===== src/rtl/axi_slave_read_channel.sv =====
// AXI4 read slave: accepts one INCR burst at a time and streams it from a 1-cycle-latency SRAM via a 2-entry buffer.
// Optional macro AXI_SLAVE_RD_LATENCY_INJ_EN adds LFSR-driven random AR/issue stalls.
module axi_slave_read_channel #(
   parameter int ADDR_WIDTH = 32,
   parameter int DATA_WIDTH = 32,
   parameter int LEN_WIDTH  = 8,
   parameter int MEM_AW     = 10
) (
   input  logic                  clk,
   input  logic                  rst_n,
   input  logic                  ARVALID,
   output logic                  ARREADY,
   input  logic [ADDR_WIDTH-1:0] ARADDR,
   input  logic [LEN_WIDTH-1:0]  ARLEN,
   input  logic [2:0]            ARSIZE,
   input  logic [1:0]            ARBURST,
   output logic                  RVALID,
   input  logic                  RREADY,
   output logic [DATA_WIDTH-1:0] RDATA,
   output logic                  RLAST,
   output logic [1:0]            RRESP,
   output logic                  mem_ren,
   output logic [MEM_AW-1:0]     mem_raddr,
   input  logic [DATA_WIDTH-1:0] mem_rdata,
   output logic                  busy
);

   typedef enum logic {IDLE, READ} state_t;

   localparam logic [LEN_WIDTH:0] LEN_ONE  = 1;
   localparam logic [MEM_AW-1:0]  ADDR_ONE = 1;

   state_t                state;
   logic [MEM_AW-1:0]     word_addr;
   logic [LEN_WIDTH:0]    beats;
   logic [LEN_WIDTH:0]    issued;
   logic                  err;
   logic                  vld_p1;
   logic                  last_p1;
   logic [DATA_WIDTH-1:0] buf_data [2];
   logic [1:0]            buf_last;
   logic [1:0]            buf_err;
   logic                  rd_ptr;
   logic                  wr_ptr;
   logic [1:0]            count;
   logic                  stall;
   logic                  pop;
   logic                  push;
   logic                  issue;
   logic                  ar_hs;
   logic [2:0]            occ;
   logic                  unused_addr_bits;

   assign unused_addr_bits = ^{ARADDR[ADDR_WIDTH-1:MEM_AW+2], ARADDR[1:0]};

`ifdef AXI_SLAVE_RD_LATENCY_INJ_EN
   logic [7:0] lfsr;

   always_ff @(posedge clk) begin
      if (!rst_n) lfsr <= 8'hA5;
      else        lfsr <= {lfsr[6:0], lfsr[7] ^ lfsr[5] ^ lfsr[4] ^ lfsr[3]};
   end

   assign stall = lfsr[0];
`else
   assign stall = 1'b0;
`endif

   assign RVALID  = rst_n && (count != 2'd0);
   assign pop     = RVALID && RREADY;
   assign push    = vld_p1;
   // Occupancy the buffer will hold after this cycle if nothing new is issued.
   assign occ     = {1'b0, count} + {2'b00, vld_p1} - {2'b00, pop};
   assign issue   = rst_n && (state == READ) && (issued < beats) && (occ < 3'd2) && !stall;
   assign ARREADY = rst_n && (state == IDLE) && !stall;
   assign ar_hs   = ARVALID && ARREADY;

   assign mem_ren   = issue;
   assign mem_raddr = issue ? word_addr : '0;
   assign RDATA     = RVALID ? buf_data[rd_ptr] : '0;
   assign RLAST     = RVALID && buf_last[rd_ptr];
   assign RRESP     = (RVALID && buf_err[rd_ptr]) ? 2'b10 : 2'b00;
   assign busy      = rst_n && (state == READ);

   always_ff @(posedge clk) begin
      if (!rst_n) begin
         state  <= IDLE;
         issued <= '0;
         vld_p1 <= 1'b0;
         count  <= 2'd0;
         rd_ptr <= 1'b0;
         wr_ptr <= 1'b0;
      end else begin
         vld_p1 <= issue;
         if (issue) issued <= issued + LEN_ONE;
         if (push) wr_ptr <= ~wr_ptr;
         if (pop)  rd_ptr <= ~rd_ptr;
         case ({push, pop})
            2'b10:   count <= count + 2'd1;
            2'b01:   count <= count - 2'd1;
            default: count <= count;
         endcase
         case (state)
            IDLE: if (ar_hs) begin
               state  <= READ;
               issued <= '0;
            end
            READ: if (pop && RLAST) state <= IDLE;
            default: state <= IDLE;
         endcase
      end
   end

   // Burst parameters, SRAM-issue stage (p1) and buffer payload
   always_ff @(posedge clk) begin
      if (ar_hs) begin
         word_addr <= ARADDR[MEM_AW+1:2];
         beats     <= {1'b0, ARLEN} + LEN_ONE;
         err       <= (ARSIZE != 3'b010) || (ARBURST != 2'b01);
      end else if (issue) begin
         word_addr <= word_addr + ADDR_ONE;
      end
      if (issue) last_p1 <= (issued == beats - LEN_ONE);
      if (push) begin
         buf_data[wr_ptr] <= err ? '0 : mem_rdata;
         buf_last[wr_ptr] <= last_p1;
         buf_err[wr_ptr]  <= err;
      end
   end

endmodule


===== config.mk =====
export PLATFORM = sky130hd
export DESIGN_NAME = axi_slave_read_channel
export DESIGN_NICKNAME = d
export VERILOG_FILES = /design/src/rtl/axi_slave_read_channel.sv
export SDC_FILE = /design/constraint.sdc
export NUM_CORES = 1
export LEC_CHECK = 0
export ABC_AREA = 1
export CORE_UTILIZATION = 30
export CTS_BUF_LIST = sky130_fd_sc_hd__clkbuf_8
export CTS_CLUSTER_DIAMETER = 100
export DETAILED_ROUTE_END_ITERATION = 10
export MAX_ROUTING_LAYER = met4
export PLACE_DENSITY = 0.53
export SLEW_MARGIN = 20
export SYNTH_ARGS = -nofsm -noshare
export SYNTH_HDL_FRONTEND = slang
export SYNTH_SLANG_ARGS = --single-unit
export TNS_END_PERCENT = 5

===== constraint.sdc =====
create_clock -name clk -period 4.1 [get_ports clk]
set_clock_uncertainty 0.05 [all_clocks]
set_input_delay 0.82 -clock clk [delete_from_list [all_inputs] [get_ports clk]]
set_output_delay 0.82 -clock clk [all_outputs]
set_load 0.02 [all_outputs]

==> results of run 1 <==
what timing repair did:
| item | CTS | global route |
|---|---|---|
| gates cloned | 1 | 0 |
| hold buffers | 0 | 0 |
| resized for setup | 53 | 21 |
| endpoints found under the hold margin | 0 | 0 |
| endpoints found under the setup margin | 11 | 11 |
| setup buffers | 1 | 1 |
| pin swaps | 0 | 5 |
layout make-up:
cell class                 count  area, sq um
fill                        1848        10800
sequential                   105         2990
multi-input combinational    348         2010
timing repair buffer         122         1150
inverter                     135          512
tap                          229          287
clock buffer                   9          124
clock inverter                 7          103
stage by stage:
stage / util / instance area (sq um) / hold slack, ns / power [uW]
finish: 0.400 / 7180 / 0.473 / 2450
global route: 0.400 / 7180 / 0.487 / 2580
CTS: 0.395 / 7100 / 0.475 / 2470
detailed placement: 0.383 / 6890 / 0.459 / 1730
global placement: 0.383 / 6890 / 0.444 / 1720
floorplan: - / 5500 / 0.371 / 1530
flip-flops by register name, indices dropped and copies added (netlist names), named ones only:
register,cells
last_p1,1
beats,9
buf_last,2
wr_ptr,1
rd_ptr,1
push,1
buf_data,64
state,1
err,1
buf_err,2
count,2
word_addr,10
issued,9
path summary, 6_finish.rpt:
check	to	slack, ns
max	mem_raddr[9]	0.13
min	buf_last[0]	0.47
max reg2reg	word_addr[0]	1.27
min reg2reg	buf_last[0]	0.47
cell usage in the layout, fill, tap and decap left out, types with 9 or more instances in the layout:
cell type | netlist | routed
nor2_1 | 86 | 79
buf_4 | 1 | 21
nand2_1 | 127 | 126
clkdlybuf4s50_1 | 0 | 94
inv_1 | 133 | 131
xor2_1 | 12 | 12
mux2_2 | 24 | 24
dfxtp_1 | 16 | 16
edfxtp_1 | 89 | 89
nand3_1 | 26 | 25
clkbuf_8 | 0 | 9
ha_1 | 13 | 13
nor2_4 | 3 | 9
cells in the mapped netlist (2+ instances only):
| cell | instances |
|---|---|
| inv_1 | 133 |
| nand2_1 | 127 |
| edfxtp_1 | 89 |
| nor2_1 | 86 |
| nand3_1 | 26 |
| mux2_2 | 24 |
| dfxtp_1 | 16 |
| ha_1 | 13 |
| xor2_1 | 12 |
| a21oi_1 | 8 |
| mux2_1 | 8 |
| o21ai_0 | 8 |
| nand4_1 | 7 |
| buf_2 | 6 |
| xnor2_1 | 5 |
| clkbuf_1 | 4 |
| nor3_1 | 4 |
| nor2_4 | 3 |
| buf_6 | 2 |
| inv_2 | 2 |
| nand2_2 | 2 |
cells by family after synthesis:
family / after synthesis / share of synthesized area
xor gates and xnor gates: 17 / 0.0271
AOI/OAI and AO/OA: 22 / 0.0243
DFF: 105 / 0.544
adders and majority gates: 14 / 0.0332
other: 1 / 0.000682
muxes: 32 / 0.0655
and+or+nand+nor: 261 / 0.199
buffers and inverters: 148 / 0.106
power breakdown:
part / total [uW] / switching (uW) / internal, uW
combinational: 486 / 268 / 218
sequential: 1250 / 29.9 / 1220
clock: 713 / 362 / 351
worst max-delay path: cells and delay by family:
kind,cells,cell delay [ns]
compound gates,1,0.18
fa+ha+maj,1,0.58
simple gates,5,0.67
buf+inv,5,0.83
per-layer routing:
metal,share of wire,wire length (um)
met2,0.49,5930
met4,0.014,174
met3,0.051,609
met5,0,0
met1,0.44,5310
==> out/summary.log, run 1 <==
[sta] maximum operating frequency 252 MHz
[floorplanning] number of top-level pins 130
[worst_hold_path] HP Class flip-flop to flip-flop
[yosys] post-synthesis cell type with the largest combined area edfxtp_1
[placement] pre-CTS setup slack -0.618 ns
[drt] wire length reported by the detailed router 12,000 um
[critical_path] critical path required time 3.23 ns
[clock_network] number of buffers added by the clock tree synthesis step 9
[critical_path] Top cell by count, worst path nand3_4
[critical_path] startpoint of the worst-slack reg-to-reg timing path count[1]
[power] Leak 0.00322 uW
[grt] antenna violations before repair 0
[drt] total number of vias 4,166
[floorplanning] width of the die 137 um
[grt] highest-utilization routing layer at the global route stage met2
[floorplanning] initial core utilization 0.306
[clock_network] CTS Sinks 105
[final_layout] fraction of final layout cells with drive strength greater than 1 0.128
[power] ratio of total power to cell area 342 nW/um^2
[floorplanning] die footprint 18,900 sq um
[critical_path] Register-to-Register Path Depth 12
[critical_path] kind of end point of the critical path output pin
[sta] final-report hold violation count 0
[sta] Setup-failing EPs final 0
[clock_network] clock slew at reported path FFs 0.10 ns
[drt] Via density 4.36
[drt] count of routing violations after the opening detailed-route iteration 136
[grt] maximum number of pins on one net before global-route repair 36
[critical_path] critical path, cell by cell clkdlybuf4s50_1, nand2_4, buf_4, nand2_1, a21oi_2, inv_2, fa_2, nand3_4, inv_6, nand3_4, nor2_4, buf_6
[critical_path] type of the setup path with the least slack input pin to output pin
[critical_path] slowest stage cell, crit path fa_2
[yosys] cell count after synthesis 600
[yosys] syn_nets 695
[critical_path] CP arrival 3.10 ns
[final_layout] final net count 816
[yosys] proportion of netlist area held by the largest area contributor 0.486
[yosys] synth warn 0
[yosys] cell area after synthesis 5500 sq um
[sta] worst setup margin 0.133 ns
[grt] vias in the first global route 4,140
[floorplanning] standard-cell row count 49
[critical_path] largest driver fanout on the critical path 7
[power] worst ir drop on vdd 0.220 mV
[yosys] number of synthesized register bits 105
[grt] met2 Resource Use GR 0.240
[sta] final max-slew violation count 0
[sta] Period Utilization, post-route 0.968
[yosys] share of synthesized registers carrying an async set or reset 0
[placement] Inst Count DP 936
[grt] Overflow after GRT 0
[critical_path] beginning of the critical path RREADY
[yosys] most area-consuming cells after synthesis edfxtp_1, inv_1, nand2_1
[drt] DRC errors left 0
[floorplanning] height of the chip 137 um
[final_layout] area growth from synthesis to layout 30.5%
[final_layout] antenna diode count 0
[job] reported max-cap violation count 0
[worst_hold_path] worst hold path stage count 0
[drt] router iterations before antenna repair 7
[worst_hold_path] startpoint of the tightest hold check path last_p1
[clock_network] TritonCTS clock tree done
[grt] All-Layer GR Usage 0.141
[grt] Global Route met3 Usage 0.0390
[drt] ANT nets after route 0
[yosys] Seq/Total Area, Yosys 0.544
[yosys] average cell area after synthesis 9.17 sq um
[floorplanning] core area 18,000 sq um
[final_layout] post-layout instance count excluding filler cells 955
[yosys] number of synthesized flops with an enable pin 89
[sta] min Tclk post-route 3.97 ns
[placement] port bufs 106
[critical_path] CP max stage delay 0.58 ns
[placement] GPL Wtd Cong 0.835
[yosys] flip-flop cell with the highest count after synthesis edfxtp_1
[critical_path] element type at the critical path start input pin
[grt] global-route track usage on met1 0.162
[sta] Max transition margin 0.303
[clock_network] clk buf depth 2
[sta] measured slew at the worst slew-check pin 1.04 ns
[yosys] count of cell types in the netlist 36
[sta] TNS Setup 0 ns
[outcome] result of the run finished clean
[drt] routed length per instance 12.6 um
[grt] first-pass GRT wire length 19,800 um
[clock_network] deepest level of the CTS H-tree 3
[sta] unrepaired setup endpoints after global routing no
[placement] HPWL Detailed 8370 um
[clock_network] library cell used as clock root buffer clkbuf_8
[clock_network] clock latency reported for the late side of the worst-skew pair 0.37 ns
Note: power is estimated with default switching activity, not from simulation.
==> run 2, diff against run 1 <==
--- a/config.mk
+++ b/config.mk
@@ -11,7 +11,7 @@
 export CTS_CLUSTER_DIAMETER = 100
 export DETAILED_ROUTE_END_ITERATION = 10
 export MAX_ROUTING_LAYER = met4
-export PLACE_DENSITY = 0.53
+export PLACE_DENSITY = 0.55
 export SLEW_MARGIN = 20
 export SYNTH_ARGS = -nofsm -noshare
 export SYNTH_HDL_FRONTEND = slang
==> constraint.sdc (replaced) <==
create_clock -name clk -period 3.3 [get_ports clk]
set_clock_uncertainty 0.05 [all_clocks]
set_input_delay 0.66 -clock clk [delete_from_list [all_inputs] [get_ports clk]]
set_output_delay 0.66 -clock clk [all_outputs]
set_load 0.02 [all_outputs]
==> run 2 against run 1 <==
  * The run now ends with negative setup slack left
  * Final cell count up 3.6%
  * Register-to-register slack worse by 1.2 ns
  * Die area unchanged
  * Design area up 3.5%
  * Global-route usage up 0.59 points
  * Combinational power up 35%
  * Flip-flop and latch count unchanged
  * Critical endpoint unchanged
  * Largest cell class unchanged
==> out/summary.log, run 2 (synthesized netlist as in run 1, its figures left out) <==
[final_layout] fraction of final layout cells with drive strength greater than 1 0.180 [+0.0522]
[sta] worst setup margin -0.0374 ns [-0.170 ns]
[final_layout] registers with the most flip-flops buf_data: 64 flops, word_addr: 10 flops
[sta] Setup-failing EPs final 5 [+5]
[drt] highest metal layer with signal wires met4
[final_layout] utilization after layout 0.413 [+0.0139]
[drt] met1 wire length 5720 um [+7.9%]
[sta] unrepaired setup endpoints after global routing yes
[clock_network] Post-CTS Hold Buffers 0 [unchanged]
[critical_path] CP arrival 2.63 ns [-0.47 ns]
[placement] placed cell area 6980 sq um [+1.3%]
[grt] vias in the first global route 4,294 [+3.7%]
[clock_network] deepest level of the CTS H-tree 3 [unchanged]
[sta] Max transition margin 0.294 [-0.00901]
[sta] min Tclk post-route 3.34 ns
[sta] final max-slew violation count 0 [unchanged]
[final_layout] area growth from synthesis to layout 35.0%
[clock_network] TritonCTS clock tree done
[drt] wire length reported by the detailed router 12,700 um [+5.3%]
[grt] antenna violations before repair 0 [unchanged]
[final_layout] number of fillers in the final layout 1,777 [-3.8%]
[clock_network] clk buf depth 2 [unchanged]
[final_layout] number of flip-flops under the largest register name 64 [unchanged]
[grt] All-Layer GR Usage 0.147 [+0.00585]
[floorplanning] core area 18,000 sq um [unchanged]
[floorplanning] initial core utilization 0.306 [unchanged]
[critical_path] largest driver fanout on the critical path 6 [-1]
[floorplanning] die footprint 18,900 sq um [unchanged]
[placement] port bufs 106 [unchanged]
[critical_path] gate family responsible for the most delay along the worst path buffers and inverters
[job] reported max-cap violation count 0 [unchanged]
[clock_network] clock slew at reported path FFs 0.10 ns [about the same]
[outcome] result of the run complete, but fails checks
[floorplanning] height of the chip 137 um [unchanged]
[critical_path] worst path bufs/invs 6 [+1]
[grt] Overflow after GRT 0 [unchanged]
[power] ratio of total power to cell area 404 nW/um^2 [+18%]
[clock_network] number of buffers added by the clock tree synthesis step 9 [unchanged]
[power] Leak 0.00336 uW [+4.4%]
[drt] ANT nets after route 0 [unchanged]
[power] worst ir drop on vdd 0.205 mV [-7.0%]
[grt] maximum number of pins on one net before global-route repair 36 [unchanged]
[final_layout] antenna diode count 0 [unchanged]
[final_layout] most frequent standard cell in the layout excluding fill and tap cells inv_1
[drt] DRC errors left 0 [unchanged]
[power] Total Power 3000 uW [+22%]
[clock_network] clock latency reported for the late side of the worst-skew pair 0.37 ns [about the same]
[sta] measured slew at the worst slew-check pin 1.06 ns [+0.0135 ns]
[critical_path] kind of end point of the critical path output pin
[placement] HPWL Detailed 8660 um [+3.5%]
[floorplanning] standard-cell row count 49 [unchanged]
[outcome] violated checks negative setup slack
[worst_hold_path] HP Class flip-flop to flip-flop
[drt] total number of vias 4,275 [+2.6%]
[drt] count of routing violations after the opening detailed-route iteration 253 [+86%]
[clock_network] library cell used as clock root buffer clkbuf_8
[grt] first-pass GRT wire length 20,700 um [+4.2%]
[final_layout] final net count 850 [+4.2%]
[sta] maximum operating frequency 300 MHz
[clock_network] CTS Sinks 105 [unchanged]
[drt] routed length per instance 12.8 um [+1.6%]
[floorplanning] width of the die 137 um [unchanged]
[placement] pre-CTS setup slack -0.972 ns [-0.354 ns]
[critical_path] critical path required time 2.59 ns [-0.64 ns]
[placement] GPL Wtd Cong 0.823 [-1.5%]
[final_layout] register containing the most flip-flops in the final layout buf_data
[sta] final-report hold violation count 0 [unchanged]
[critical_path] critical path, cell by cell buf_2, inv_2, a21oi_4, nand2_4, buf_4, nand2_4, a21oi_2, inv_1, fa_1, nand3_2, inv_4, nand3_4, nor2_4, buf_4
[drt] routed length on met3 628 um [+3.1%]
[sta] Hold Slack 0.431 ns [-0.0423 ns]
[final_layout] final instance area 7430 sq um [+3.5%]
[critical_path] slowest stage cell, crit path fa_1
[floorplanning] number of top-level pins 130 [unchanged]
[drt] Via density 4.32 [-0.91%]
[sta] Period Utilization, post-route 1.01
[critical_path] element type at the critical path start input pin
[critical_path] type of the setup path with the least slack input pin to output pin
[drt] router iterations before antenna repair 4 [-3]
[drt] total met2 wirelength after detailed routing 6130 um [+3.3%]
[final_layout] commonest cells after routing, fill and taps aside inv_1, nand2_1, clkdlybuf4s50_1
[critical_path] CP max stage delay 0.53 ns [-0.05 ns]
run 2: routing by layer:
metal / track usage / vias up
met1: 0.177 / 1961
met3: 0.0272 / 15
li1: - / 2186
met2: 0.244 / 113
met4: 0.0549 / 0
met5: - / -
run 2: worst paths after layout:
kind | start | end | slack [ns] | cells past startpoint
min | last_p1 | buf_last[1] | 0.43 | 0
min reg2reg | last_p1 | buf_last[1] | 0.43 | 0
max | rst_n | mem_raddr[9] | -0.04 | 14
max reg2reg | count[0] | count[0] | 0.05 | 26
run 2: where the power goes:
part / total (uW) / switching, uW / internal, uW
logic: 654 / 341 / 312
registers: 1560 / 40.8 / 1520
clock network: 783 / 477 / 307
total: 3000 / 859 / 2140
run 2: area by class of cell:
class	instances	area, sq um	area share
timing repair buffer	156	1430	0.193
clock inverter	6	48.8	0.00657
inverter	135	509	0.0686
tap	229	287	0.0386
multi-input combinational	348	2020	0.272
sequential	105	3000	0.403
clock buffer	10	138	0.0185
run 2: stage by stage:
step	setup TNS (ns)	instances
2_1_floorplan	-0.363	600
3_3_place_gp	-11.32	944
3_5_place_dp	-13.22	944
4_1_cts	-0.00457	988
5_1_grt	-1.84	989
6_report	-0.125	989
run 2: what timing repair did:
action / 4_1_cts / 5_1_grt
setup endpoints to repair: 16 / 12
cloned: 1 / 0
setup buffers: 27 / 2
resized for setup: 74 / 14
endpoints found under the hold margin: 0 / 0
pin swaps: 7 / 8
==> run 3, diff against run 2 <==
--- a/config.mk
+++ b/config.mk
@@ -10,9 +10,10 @@
 export CTS_BUF_LIST = sky130_fd_sc_hd__clkbuf_8
 export CTS_CLUSTER_DIAMETER = 100
 export DETAILED_ROUTE_END_ITERATION = 10
+export GPL_TIMING_DRIVEN = 0
 export MAX_ROUTING_LAYER = met4
 export PLACE_DENSITY = 0.55
-export SLEW_MARGIN = 20
+export SLEW_MARGIN = 15
 export SYNTH_ARGS = -nofsm -noshare
 export SYNTH_HDL_FRONTEND = slang
 export SYNTH_SLANG_ARGS = --single-unit
==> run 3 against run 2 <==
  * Highest routed layer unchanged
  * Via count fell by 3.3%
  * The run still ends with negative setup slack left
  * Worst hold slack improved by 0.0023 ns
  * Worst setup slack lost 0.11 ns
  * Critical endpoint is now mem_raddr[3]
  * Sequential power about the same
  * First-iteration DRC count shrank 22%
==> out/summary.log, run 3 (synthesized netlist as in run 1, its figures left out) <==
[placement] placed cell area 6910 sq um [-0.90%]
[final_layout] number of flip-flops under the largest register name 64 [unchanged]
[sta] min Tclk post-route 3.44 ns [+0.106 ns]
[final_layout] area growth from synthesis to layout 32.7%
[power] worst ir drop on vdd 0.203 mV [-0.79%]
[drt] Via density 4.27 [-1.2%]
[sta] final max-slew violation count 0 [unchanged]
[clock_network] clock slew at reported path FFs 0.10 ns [about the same]
[final_layout] fraction of final layout cells with drive strength greater than 1 0.148 [-0.0326]
[drt] DRC errors left 0 [unchanged]
[worst_hold_path] worst hold path stage count 0 [unchanged]
[floorplanning] core area 18,000 sq um [unchanged]
[critical_path] CP arrival 2.73 ns [+0.10 ns]
[sta] maximum operating frequency 290 MHz [-3.1%]
[sta] Period Utilization, post-route 1.04 [+0.0321]
[final_layout] commonest cells after routing, fill and taps aside inv_1, nand2_1, clkdlybuf4s50_1
[sta] Setup-failing EPs final 11 [+6]
[grt] antenna violations before repair 0 [unchanged]
[critical_path] kind of end point of the critical path output pin
[clock_network] Post-CTS Hold Buffers 0 [unchanged]
[drt] total number of vias 4,133 [-3.3%]
[drt] count of routing violations after the opening detailed-route iteration 198 [-22%]
[floorplanning] number of top-level pins 130 [unchanged]
[drt] router iterations before antenna repair 5 [+1]
[drt] wire length reported by the detailed router 12,100 um [-4.5%]
[critical_path] largest driver fanout on the critical path 6 [unchanged]
[outcome] violated checks negative setup slack
[placement] GPL Wtd Cong 0.796 [-3.2%]
[sta] unrepaired setup endpoints after global routing yes
[final_layout] final net count 828 [-2.6%]
[clock_network] TritonCTS clock tree done
[sta] final-report hold violation count 0 [unchanged]
[floorplanning] die footprint 18,900 sq um [unchanged]
[grt] first-pass GRT wire length 19,500 um [-5.7%]
[clock_network] deepest level of the CTS H-tree 3 [unchanged]
[floorplanning] width of the die 137 um [unchanged]
[drt] routed length per instance 12.5 um [-2.4%]
[grt] All-Layer GR Usage 0.140 [-0.00665]
[final_layout] registers with the most flip-flops buf_data: 64 flops, word_addr: 10 flops
[power] Total Power 2960 uW [-1.3%]
[clock_network] clk buf depth 2 [unchanged]
[critical_path] type of the setup path with the least slack input pin to output pin
[clock_network] CTS Sinks 105 [unchanged]
[placement] port bufs 106 [unchanged]
[clock_network] clock latency reported for the late side of the worst-skew pair 0.38 ns [about the same]
[critical_path] worst reg2reg setup slack 0.29 ns [+0.24 ns]
[worst_hold_path] HP Class flip-flop to flip-flop
[placement] HPWL Detailed 8600 um [-0.73%]
[final_layout] most frequent standard cell in the layout excluding fill and tap cells inv_1
[grt] vias in the first global route 4,161 [-3.1%]
[final_layout] number of fillers in the final layout 1,780 [+0.17%]
[power] ratio of total power to cell area 406 nW/um^2 [+0.50%]
[clock_network] number of buffers added by the clock tree synthesis step 9 [unchanged]
[final_layout] final instance area 7300 sq um [-1.8%]
[drt] ANT nets after route 0 [unchanged]
[floorplanning] height of the chip 137 um [unchanged]
[final_layout] register containing the most flip-flops in the final layout buf_data
[outcome] result of the run complete, but fails checks
[critical_path] critical path required time 2.59 ns [about the same]
[sta] Hold Slack 0.433 ns [+0.00226 ns]
[grt] Overflow after GRT 0 [unchanged]
[floorplanning] initial core utilization 0.306 [unchanged]
[floorplanning] standard-cell row count 49 [unchanged]
[clock_network] library cell used as clock root buffer clkbuf_8
[power] Leak 0.00326 uW [-2.7%]
[grt] maximum number of pins on one net before global-route repair 34 [-5.6%]
[critical_path] Register-to-Register Path Depth 14 [-46%]
[job] reported max-cap violation count 0 [unchanged]
[sta] worst setup margin -0.143 ns [-0.106 ns]
[critical_path] element type at the critical path start input pin
==> run 3: cell count changes in the layout (fill, tap and decap cells not counted), moves of 2 or more <==
cell / before / now
buf_2: 1 / 6
inv_4: 1 / 3
buf_6: 4 / 10
nor2_4: 7 / 11
nand2_4: 3 / 1
clkbuf_1: 0 / 4
buf_4: 56 / 17
inv_1: 129 / 127
nor2_1: 75 / 77
nor2_2: 8 / 2
==> run 3: cell type report <==
| cell class | count | area (sq um) | share of cell area |
|---|---|---|---|
| diodes | 1 | 2.50 | 0.000343 |
| plain buffers | 13 | 78.8 | 0.0108 |
| clock buffers | 9 | 124 | 0.0170 |
| clock inverters | 7 | 62.6 | 0.00857 |
| inverters | 135 | 514 | 0.0705 |
| multi-input cells | 347 | 2000 | 0.274 |
| flip-flops and latches | 105 | 3000 | 0.411 |
| well taps | 229 | 287 | 0.0393 |
| repair buffers | 122 | 1230 | 0.168 |
==> run 3: stage by stage <==
step / instances / TNS (ns) / util / setup slack (ns)
after floorplan: 600 / -0.363 / - / -0.0491
after global placement: 935 / -38.68 / 0.382 / -1.67
after detailed placement: 937 / -39.30 / 0.385 / -1.73
after CTS: 966 / -1.69 / 0.405 / -0.186
after global routing: 967 / -3.06 / 0.406 / -0.309
final: 968 / -1.21 / 0.406 / -0.143
==> run 3: what timing repair did <==
item	CTS	global route
endpoints found under the setup margin	58	11
cloned	1	0
gates resized for setup	91	4
pin swaps	6	5
buffers inserted	12	1
==> run 3: routing by layer <==
metal	vias up	track usage	share of wire
met5	-	-	0
met4	0	0.0531	0.0088
met3	5	0.0258	0.049
met2	113	0.233	0.49
met1	1876	0.169	0.46
li1	2139	-	-
==> run 3: path summary, 6_finish.rpt <==
check | end | start
max | mem_raddr[3] | rst_n
min | buf_last[1] | last_p1
max reg2reg | word_addr[3] | count[0]
min reg2reg | buf_last[1] | last_p1
==> run 3: critical path, stage by stage <==
cell and delay (ns):
buf_6 0.10, inv_4 0.05, a21oi_4 0.15, nand2_4 0.09, nor2_4 0.11, inv_2 0.05, a21oi_2 0.13, inv_1 0.08
fa_2 0.54, nand3_2 0.09, inv_2 0.10, nand3_4 0.16, buf_8 0.20, nor2_4 0.08, buf_6 0.12
==> run 3: report_power, final <==
part           total (uW)  internal [uW]  switching, uW
Combinational         621            291            329
Sequential           1560           1520           38.8
Clock                 781            290            491
